`src/rtl/rev_gate_pipe_if.sv`:
```
// Handshake/data bundle for rev_gate_pipe: upstream operand channel and downstream result channel.
// in_inv only exists when REV_GATE_INVERSE_EN is defined.
interface rev_gate_pipe_if #(
    parameter int WIDTH = 32,
    parameter int CNT_W = 16
);
    logic             in_valid;
    logic             in_ready;
    logic [1:0]       in_mode;
    logic [WIDTH-1:0] in_a;
    logic [WIDTH-1:0] in_b;
    logic [WIDTH-1:0] in_c;
`ifdef REV_GATE_INVERSE_EN
    logic             in_inv;
`endif
    logic             out_valid;
    logic             out_ready;
    logic [WIDTH-1:0] out_p;
    logic [WIDTH-1:0] out_q;
    logic [WIDTH-1:0] out_r;
    logic [1:0]       out_mode;
    logic [CNT_W-1:0] op_count;

`ifdef REV_GATE_INVERSE_EN
    modport master (output in_valid, in_mode, in_a, in_b, in_c, in_inv, out_ready,
                    input  in_ready, out_valid, out_p, out_q, out_r, out_mode, op_count);
    modport slave  (input  in_valid, in_mode, in_a, in_b, in_c, in_inv, out_ready,
                    output in_ready, out_valid, out_p, out_q, out_r, out_mode, op_count);
`else
    modport master (output in_valid, in_mode, in_a, in_b, in_c, out_ready,
                    input  in_ready, out_valid, out_p, out_q, out_r, out_mode, op_count);
    modport slave  (input  in_valid, in_mode, in_a, in_b, in_c, out_ready,
                    output in_ready, out_valid, out_p, out_q, out_r, out_mode, op_count);
`endif
endinterface

```
`src/rtl/rev_gate_pipe.sv`:
```
// Two-stage valid/ready pipeline applying a reversible gate (Feynman/Toffoli/Fredkin/Peres) per bit lane.
// Define REV_GATE_INVERSE_EN to add the in_inv input and the inverse Peres path.
module rev_gate_lane (
    input  logic [1:0] mode,
    input  logic       inv,
    input  logic       a,
    input  logic       b,
    input  logic       c,
    output logic       p,
    output logic       q,
    output logic       r
);
    always_comb begin
        p = a;
        q = a ^ b;
        r = c;
        case (mode)
            2'b00: begin
                q = a ^ b;
                r = c;
            end
            2'b01: begin
                q = b;
                r = c ^ (a & b);
            end
            2'b10: begin
                q = (a & c) | (~a & b);
                r = (a & b) | (~a & c);
            end
            default: begin
                // Inverse Peres recovers the original B as a^q before the Toffoli term
                q = a ^ b;
                r = inv ? (c ^ (a & (a ^ b))) : (c ^ (a & b));
            end
        endcase
    end
endmodule

module rev_gate_pipe #(
    parameter int WIDTH = 32,
    parameter int CNT_W = 16
) (
    input logic          clk,
    input logic          rst,
    rev_gate_pipe_if.slave bus
);
    logic             v1_q, v1_d;
    logic [1:0]       mode1_q, mode1_d;
    logic             inv1_q, inv1_d;
    logic [WIDTH-1:0] a1_q, a1_d, b1_q, b1_d, c1_q, c1_d;

    logic             v2_q, v2_d;
    logic [1:0]       mode2_q, mode2_d;
    logic [WIDTH-1:0] p2_q, p2_d, q2_q, q2_d, r2_q, r2_d;
    logic [CNT_W-1:0] cnt_q, cnt_d;

    logic             adv2;
    logic             in_rdy;
    logic             inv_in;
    logic [WIDTH-1:0] res_p, res_q, res_r;

`ifdef REV_GATE_INVERSE_EN
    assign inv_in = bus.in_inv;
`else
    assign inv_in = 1'b0;
`endif

    for (genvar i = 0; i < WIDTH; i++) begin : g_lane
        rev_gate_lane u_lane (
            .mode (mode1_q),
            .inv  (inv1_q),
            .a    (a1_q[i]),
            .b    (b1_q[i]),
            .c    (c1_q[i]),
            .p    (res_p[i]),
            .q    (res_q[i]),
            .r    (res_r[i])
        );
    end

    // S2 frees up when empty or draining; S1 can then refill in the same cycle
    assign adv2   = !v2_q || bus.out_ready;
    assign in_rdy = !v1_q || adv2;

    always_comb begin
        v1_d    = v1_q;
        mode1_d = mode1_q;
        inv1_d  = inv1_q;
        a1_d    = a1_q;
        b1_d    = b1_q;
        c1_d    = c1_q;
        v2_d    = v2_q;
        mode2_d = mode2_q;
        p2_d    = p2_q;
        q2_d    = q2_q;
        r2_d    = r2_q;
        cnt_d   = cnt_q;

        if (in_rdy) begin
            v1_d = bus.in_valid;
            if (bus.in_valid) begin
                mode1_d = bus.in_mode;
                inv1_d  = inv_in;
                a1_d    = bus.in_a;
                b1_d    = bus.in_b;
                c1_d    = bus.in_c;
            end
        end

        if (adv2) begin
            v2_d = v1_q;
            if (v1_q) begin
                mode2_d = mode1_q;
                p2_d    = res_p;
                q2_d    = res_q;
                r2_d    = res_r;
            end
        end

        if (v2_q && bus.out_ready) cnt_d = cnt_q + CNT_W'(1);
    end

    always_ff @(posedge clk) begin
        if (rst) begin
            v1_q    <= 1'b0;
            mode1_q <= '0;
            inv1_q  <= 1'b0;
            a1_q    <= '0;
            b1_q    <= '0;
            c1_q    <= '0;
            v2_q    <= 1'b0;
            mode2_q <= '0;
            p2_q    <= '0;
            q2_q    <= '0;
            r2_q    <= '0;
            cnt_q   <= '0;
        end else begin
            v1_q    <= v1_d;
            mode1_q <= mode1_d;
            inv1_q  <= inv1_d;
            a1_q    <= a1_d;
            b1_q    <= b1_d;
            c1_q    <= c1_d;
            v2_q    <= v2_d;
            mode2_q <= mode2_d;
            p2_q    <= p2_d;
            q2_q    <= q2_d;
            r2_q    <= r2_d;
            cnt_q   <= cnt_d;
        end
    end

    assign bus.in_ready  = in_rdy;
    assign bus.out_valid = v2_q;
    assign bus.out_mode  = mode2_q;
    assign bus.out_p     = p2_q;
    assign bus.out_q     = q2_q;
    assign bus.out_r     = r2_q;
    assign bus.op_count  = cnt_q;
endmodule

```
`src/flat_wrapper.sv`:
```
// flat-port wrapper written by rule: the top's interface ports become plain ports
module rev_gate_pipe_flat 
#(
    parameter int WIDTH = 32,
    parameter int CNT_W = 16
)
  (clk, rst, bus_in_valid, bus_in_mode, bus_in_a, bus_in_b, bus_in_c, bus_out_ready, bus_in_ready, bus_out_valid, bus_out_p, bus_out_q, bus_out_r, bus_out_mode, bus_op_count);
  rev_gate_pipe_if #(.WIDTH(WIDTH), .CNT_W(CNT_W)) bus_i ();
  input logic clk;
  input logic rst;
  input wire logic [$bits(bus_i.in_valid)-1:0] bus_in_valid;
  input wire logic [$bits(bus_i.in_mode)-1:0] bus_in_mode;
  input wire logic [$bits(bus_i.in_a)-1:0] bus_in_a;
  input wire logic [$bits(bus_i.in_b)-1:0] bus_in_b;
  input wire logic [$bits(bus_i.in_c)-1:0] bus_in_c;
  input wire logic [$bits(bus_i.out_ready)-1:0] bus_out_ready;
  output wire logic [$bits(bus_i.in_ready)-1:0] bus_in_ready;
  output wire logic [$bits(bus_i.out_valid)-1:0] bus_out_valid;
  output wire logic [$bits(bus_i.out_p)-1:0] bus_out_p;
  output wire logic [$bits(bus_i.out_q)-1:0] bus_out_q;
  output wire logic [$bits(bus_i.out_r)-1:0] bus_out_r;
  output wire logic [$bits(bus_i.out_mode)-1:0] bus_out_mode;
  output wire logic [$bits(bus_i.op_count)-1:0] bus_op_count;
  assign bus_i.in_valid = bus_in_valid;
  assign bus_i.in_mode = bus_in_mode;
  assign bus_i.in_a = bus_in_a;
  assign bus_i.in_b = bus_in_b;
  assign bus_i.in_c = bus_in_c;
  assign bus_i.out_ready = bus_out_ready;
  assign bus_in_ready = bus_i.in_ready;
  assign bus_out_valid = bus_i.out_valid;
  assign bus_out_p = bus_i.out_p;
  assign bus_out_q = bus_i.out_q;
  assign bus_out_r = bus_i.out_r;
  assign bus_out_mode = bus_i.out_mode;
  assign bus_op_count = bus_i.op_count;
  rev_gate_pipe #(.WIDTH(WIDTH), .CNT_W(CNT_W)) u_core (.clk(clk), .rst(rst), .bus(bus_i));
endmodule
```
`config.mk`:
```
export PLATFORM = sky130hd
export DESIGN_NAME = rev_gate_pipe_flat
export DESIGN_NICKNAME = d
export VERILOG_FILES = /design/src/rtl/rev_gate_pipe_if.sv /design/src/rtl/rev_gate_pipe.sv /design/src/flat_wrapper.sv
export SDC_FILE = /design/constraint.sdc
export NUM_CORES = 1
export LEC_CHECK = 0
export CAP_MARGIN = 20
export CORE_MARGIN = 2
export CORE_UTILIZATION = 45
export CTS_CLUSTER_SIZE = 8
export DETAILED_ROUTE_END_ITERATION = 7
export PLACE_DENSITY_LB_ADDON = 0.3
export SLEW_MARGIN = 20
export SYNTH_ARGS = -nofsm -noshare
export SYNTH_HDL_FRONTEND = slang
export SYNTH_SLANG_ARGS = --single-unit
```
`constraint.sdc`:
```
create_clock -name clk -period 3.5 [get_ports clk]
set_input_delay 0.525 -clock clk [delete_from_list [all_inputs] [get_ports clk]]
set_output_delay 0.525 -clock clk [all_outputs]
set_load 0.005 [all_outputs]
```
======== Word level (Yosys, flattened, before mapping) ========
Index checks and enable logic that the tools add are counted.
word-level totals
  memories ................................ 0
  logic and storage cells ................. 374
  bits in latches ......................... 0
  ROM bits ................................ 0
  RAM bits ................................ 0
  input port bits ......................... 102
  flip-flop bits (word level) ............. 214
operators by class
  eq/ne operators ......................... 2
  shift operators ......................... 0
  add/subtract/negate cells ............... 1
  div/mod/pow operators ................... 0
  reduce and logical (&&, ||, !) cells .... 8
  bitwise logic cells ..................... 288
  multipliers ............................. 0
  muxes and demuxes ....................... 64
  magnitude comparators ................... 0
operators with widths
  cell                     number
  $and A1 B1 Y1            128
  $pmux W1 S2              64
  $or A1 B1 Y1             64
  $xor A1 B1 Y1            64
  $not A1 Y1               32
  $add A16 B1 Y16 const B  1
  $reduce_and A2 Y1        2
  $eq A2 B1 Y1 const B     1
  $eq A2 B2 Y1 const B     1
  $logic_not A1 Y1         2
  $logic_not A2 Y1         1
  $logic_or A1 B1 Y1       2
  $logic_and A1 B1 Y1      1

======== Longest topological paths before layout ========
  word-level depth ........................ 4
  mapped depth ............................ 8
  gate-level depth less buffers ........... 6

======== Modules after synthesis ========
Synthesis repeated with hierarchy kept, for this count alone.
second synthesis, totals
  cells, all modules ...................... 1680
  area total of the unflattened synthesis .. 13487.9 sq um
modules (own cells, without submodules)
  module         times used  sequential area each (sq um)  cells an instance  area an instance (sq um)
  rev_gate_pipe  1           4284.1                        944                7482.2
  rev_gate_lane  32          0.0                           23                 187.7

======== Worst setup path before layout ========
Ideal clock, no wire load.
  path kind ............................... register to register
  start ................................... register u_core.mode1_q[0]
  end ..................................... register u_core.q2_q[10] (netlist: u_core.bus.out_q[10])
  path slack .............................. 1.736 ns
  period minus slack after synthesis ...... 1.764 ns
  arrival ................................. 1.693 ns
  path buffers ............................ 2
  cell stages (with the launch flop) ...... 8
  cells stage by stage .................... dfxtp_1 -> inv_1 -> ha_1 -> clkbuf_1 -> clkbuf_1 -> nor2_1 -> a311o_1 -> a21oi_1
between the ends
  longest elaborated chain between the ends .. 2
  elaborated cells between the ends (all ways) .. 3
  classes of those cells .................. 2 x eq/ne; 1 x mux
RTL lines
  element                                       line                  RTL
  start: declaration                            rev_gate_pipe.sv:48   logic [1:0] mode1_q, mode1_d;
  start signal: assignment                      rev_gate_pipe.sv:139  mode1_q <= mode1_d;
  $eq A2 B2 Y1 or $eq A2 B1 Y1 (tied branches)  rev_gate_pipe.sv:17   case (mode)
  $pmux W1 S2 *                                 rev_gate_pipe.sv:17
  end signal: assignment                        rev_gate_pipe.sv:147  q2_q <= q2_d;
  end: declaration                              rev_gate_pipe.sv:54   logic [WIDTH-1:0] p2_q, p2_d, q2_q, q2_d, r2_q, r2_d;
Mark *: on every way between the ends. The rest lies on a longest branch, timed or not.
A chain may end at the register's enable or synchronous reset.

======== Final worst setup path ========
  start ................................... register u_core.mode1_q[0]
  end ..................................... register u_core.q2_q[13] (netlist: u_core.bus.out_q[13])
Same word-level chain as after synthesis.

==> out/qor.csv <==
metric;value;unit
cts_sinks;214;
hp-start;u_core.bus.out_p[15];
period_needed;2.61;ns
multi_input_comb_area;5090;um^2
fmax;383;MHz
post-route-period-util;74.5;%
die_w;153;um
grt-ovfl-total;0;
crit_buf_inv;2;
cp_data_required_time;3.95;ns
synth_top_area_cell;dfxtp_1;
crit_fanout;74;
area_growth;30.8;%
routabilityCongestion;0.806;
core_area;21800;um^2
yosys-top-cells-area;dfxtp_1 (43%), nand2_1 (13%), a21oi_1 (8.4%);
slew_viol_final;0;
cp_slowest_cell;ha_4;
start_util;45.7;%
drive_gt1_share;4.16;%
first_iter_violations;578;
vdd.ir_drop.worst;0.000329;V
worst_slew_pin_slew;0.801;ns
placementRows;54;
yosysUniqueCellTypes;34;
synth_top_cells_by_count;nand2_1 (334), dfxtp_1 (214), a21oi_1 (167);
slowest_delay;0.68;ns
fin_area;13000;um^2
ys_ff_latch;214;
die_y;153;um
fillCellCount;1978;
setup_violations;0;
place_hpwl;17400;um
routedWlPerCell;15.8;um
total_power;5.99;mW
whs;0.451;ns
clk_latency;0.53;ns
cts_inserted_buffers;30;
r2r_start;u_core.mode1_q[0];
synthCells;1299;
firstDrtPassIters;5;
arrival;3.06;ns
worst_path_dominant_cell_family;buffers and inverters;
routed_via_density;5.50;
avgSynthCellArea;7.65;um^2
cts-root-buf;clkbuf_16;
slew-limit-headroom;46.6;%
synthArstFlopShare;0;%
setup_tns;0;ns
synth_edf_count;0;
crit_path_cell_trace;inv_1 > ha_4 > buf_4 > nor2b_1 > o21ai_0 > a311o_1 > a21oi_1;
htreeDepth;1;
netlist.area_leader.share;43.1;%
cts_tree;built;
grt_max_degree;102;
worstSetupStartpointType;flip-flop;
drc;0;
critPathKind;flip-flop to flip-flop;
critPathCaptureType;flip-flop;
ys.flop_type;dfxtp_1;
vias;9596;
status;finished clean;
cts_hold_buf;0;
netlist_area;9940;um^2
cts_resized;0;
ys_warn_count;0;
port_buffers;217;
gr-usage-all-layers;22.6;%
cap_violations;0;
ant_nets;0;
clkTransAtPathRegs;0.05;ns
nNetsFinal;1604;
antenna_found_initial;2;
rsz0062_at_grt;false;
cts_max_path_buffers;3;
grt_pass1_vias;9012;
num_antenna_cells;0;
power_leakage;4.60;nW
post-cts-setup-buffer-count;0;
clock_skew;0.00977;ns
grt_pass1_wl;44700;um
fin_util;59.8;%
die_area;23300;um^2
ys_seq_area_share;43.1;%
worstHoldPathType;flip-flop to flip-flop;
hold_viol;0;
io_pins;218;
wl;27700;um
final-seq-area;4280;um^2
power.density;461;nW/um^2
crit_start;u_core.mode1_q[0];
synth_most_common_cell;nand2_1;
syn_nets;1437;
place_area;12200;um^2
power by group:
part / leakage [nW] / internal (mW) / switching [mW]
Sequential: 1.75 / 2.56 / 0.120
Clock: 0.389 / 1.55 / 0.984
Combinational: 2.46 / 0.369 / 0.403
Total: 4.60 / 4.48 / 1.51
cells by family after synthesis:
kind of cell	synth area share, %
flip-flops	43.1
buffers and inverters	6.17
multiplexers	0.113
adder cells (fa/ha/maj)	4.53
AND/OR/NAND/NOR	22.7
XOR/XNOR	1.15
AO/OA/AOI/OAI	22.3
layout make-up:
class                           count  share of cell area, %
Clock buffer                       32                   6.07
Tap cell                          280                   2.69
Sequential cell                   214                   32.9
Inverter                           38                   1.10
Multi-Input combinational cell    951                   39.2
Timing Repair Buffer              231                   18.0
worst min-delay path: cells and delay by family (launching register included):
kind / cells / cell delay (ns)
flops: 1 / 0.30
simple gates: 1 / 0.05
compound gates: 1 / 0.05
state kept, by name (all words and copies together), names as in the netlist, 2 cells and up:
register,flops
u_core.bus.out_r,32
u_core.bus.out_mode,2
u_core.c1_q,32
u_core.bus.out_p,32
u_core.a1_q,32
u_core.bus.out_q,32
u_core.mode1_q,2
u_core.bus.op_count,16
u_core.b1_q,32
per-layer routing:
metal / vias to the layer above / GRT usage (%) / share of wire [%]
met1: 4443 / 30.7 / 46
met2: 324 / 37.3 / 46
met5: - / 0 / 0.10
met3: 36 / 4.49 / 7.3
met4: 4 / 5.47 / 1.4
li1: 4789 / - / -
cells in the final DEF (no fill, tap or decap), types with 33 or more instances in the layout:
cell type and count:
inv_1 38, clkdlybuf4s50_1 216, nand2_1 334, ha_1 34, o21ai_0 96, nor2_1 114, dfxtp_1 214, nor2b_1 33
a21oi_1 167, nand3_1 36
path summary, 6_finish.rpt:
path | endpoint | slack [ns] | cells after the start
worst max-delay path | u_core.bus.out_q[13] | 0.89 | 7
worst min register to register | u_core.bus.out_p[15] | 0.45 | 2
worst min-delay path | u_core.bus.out_p[15] | 0.45 | 2
worst max register to register | u_core.bus.out_q[13] | 0.89 | 7
stage by stage:
stage	std cells	setup WS [ns]
final	1746	0.892
after floorplan	1299	1.74
after detailed placement	1714	0.897
after CTS	1746	0.923
after global placement	1714	0.918
after global routing	1746	0.661
No activity file was read; power rests on OpenSTA's default activity.
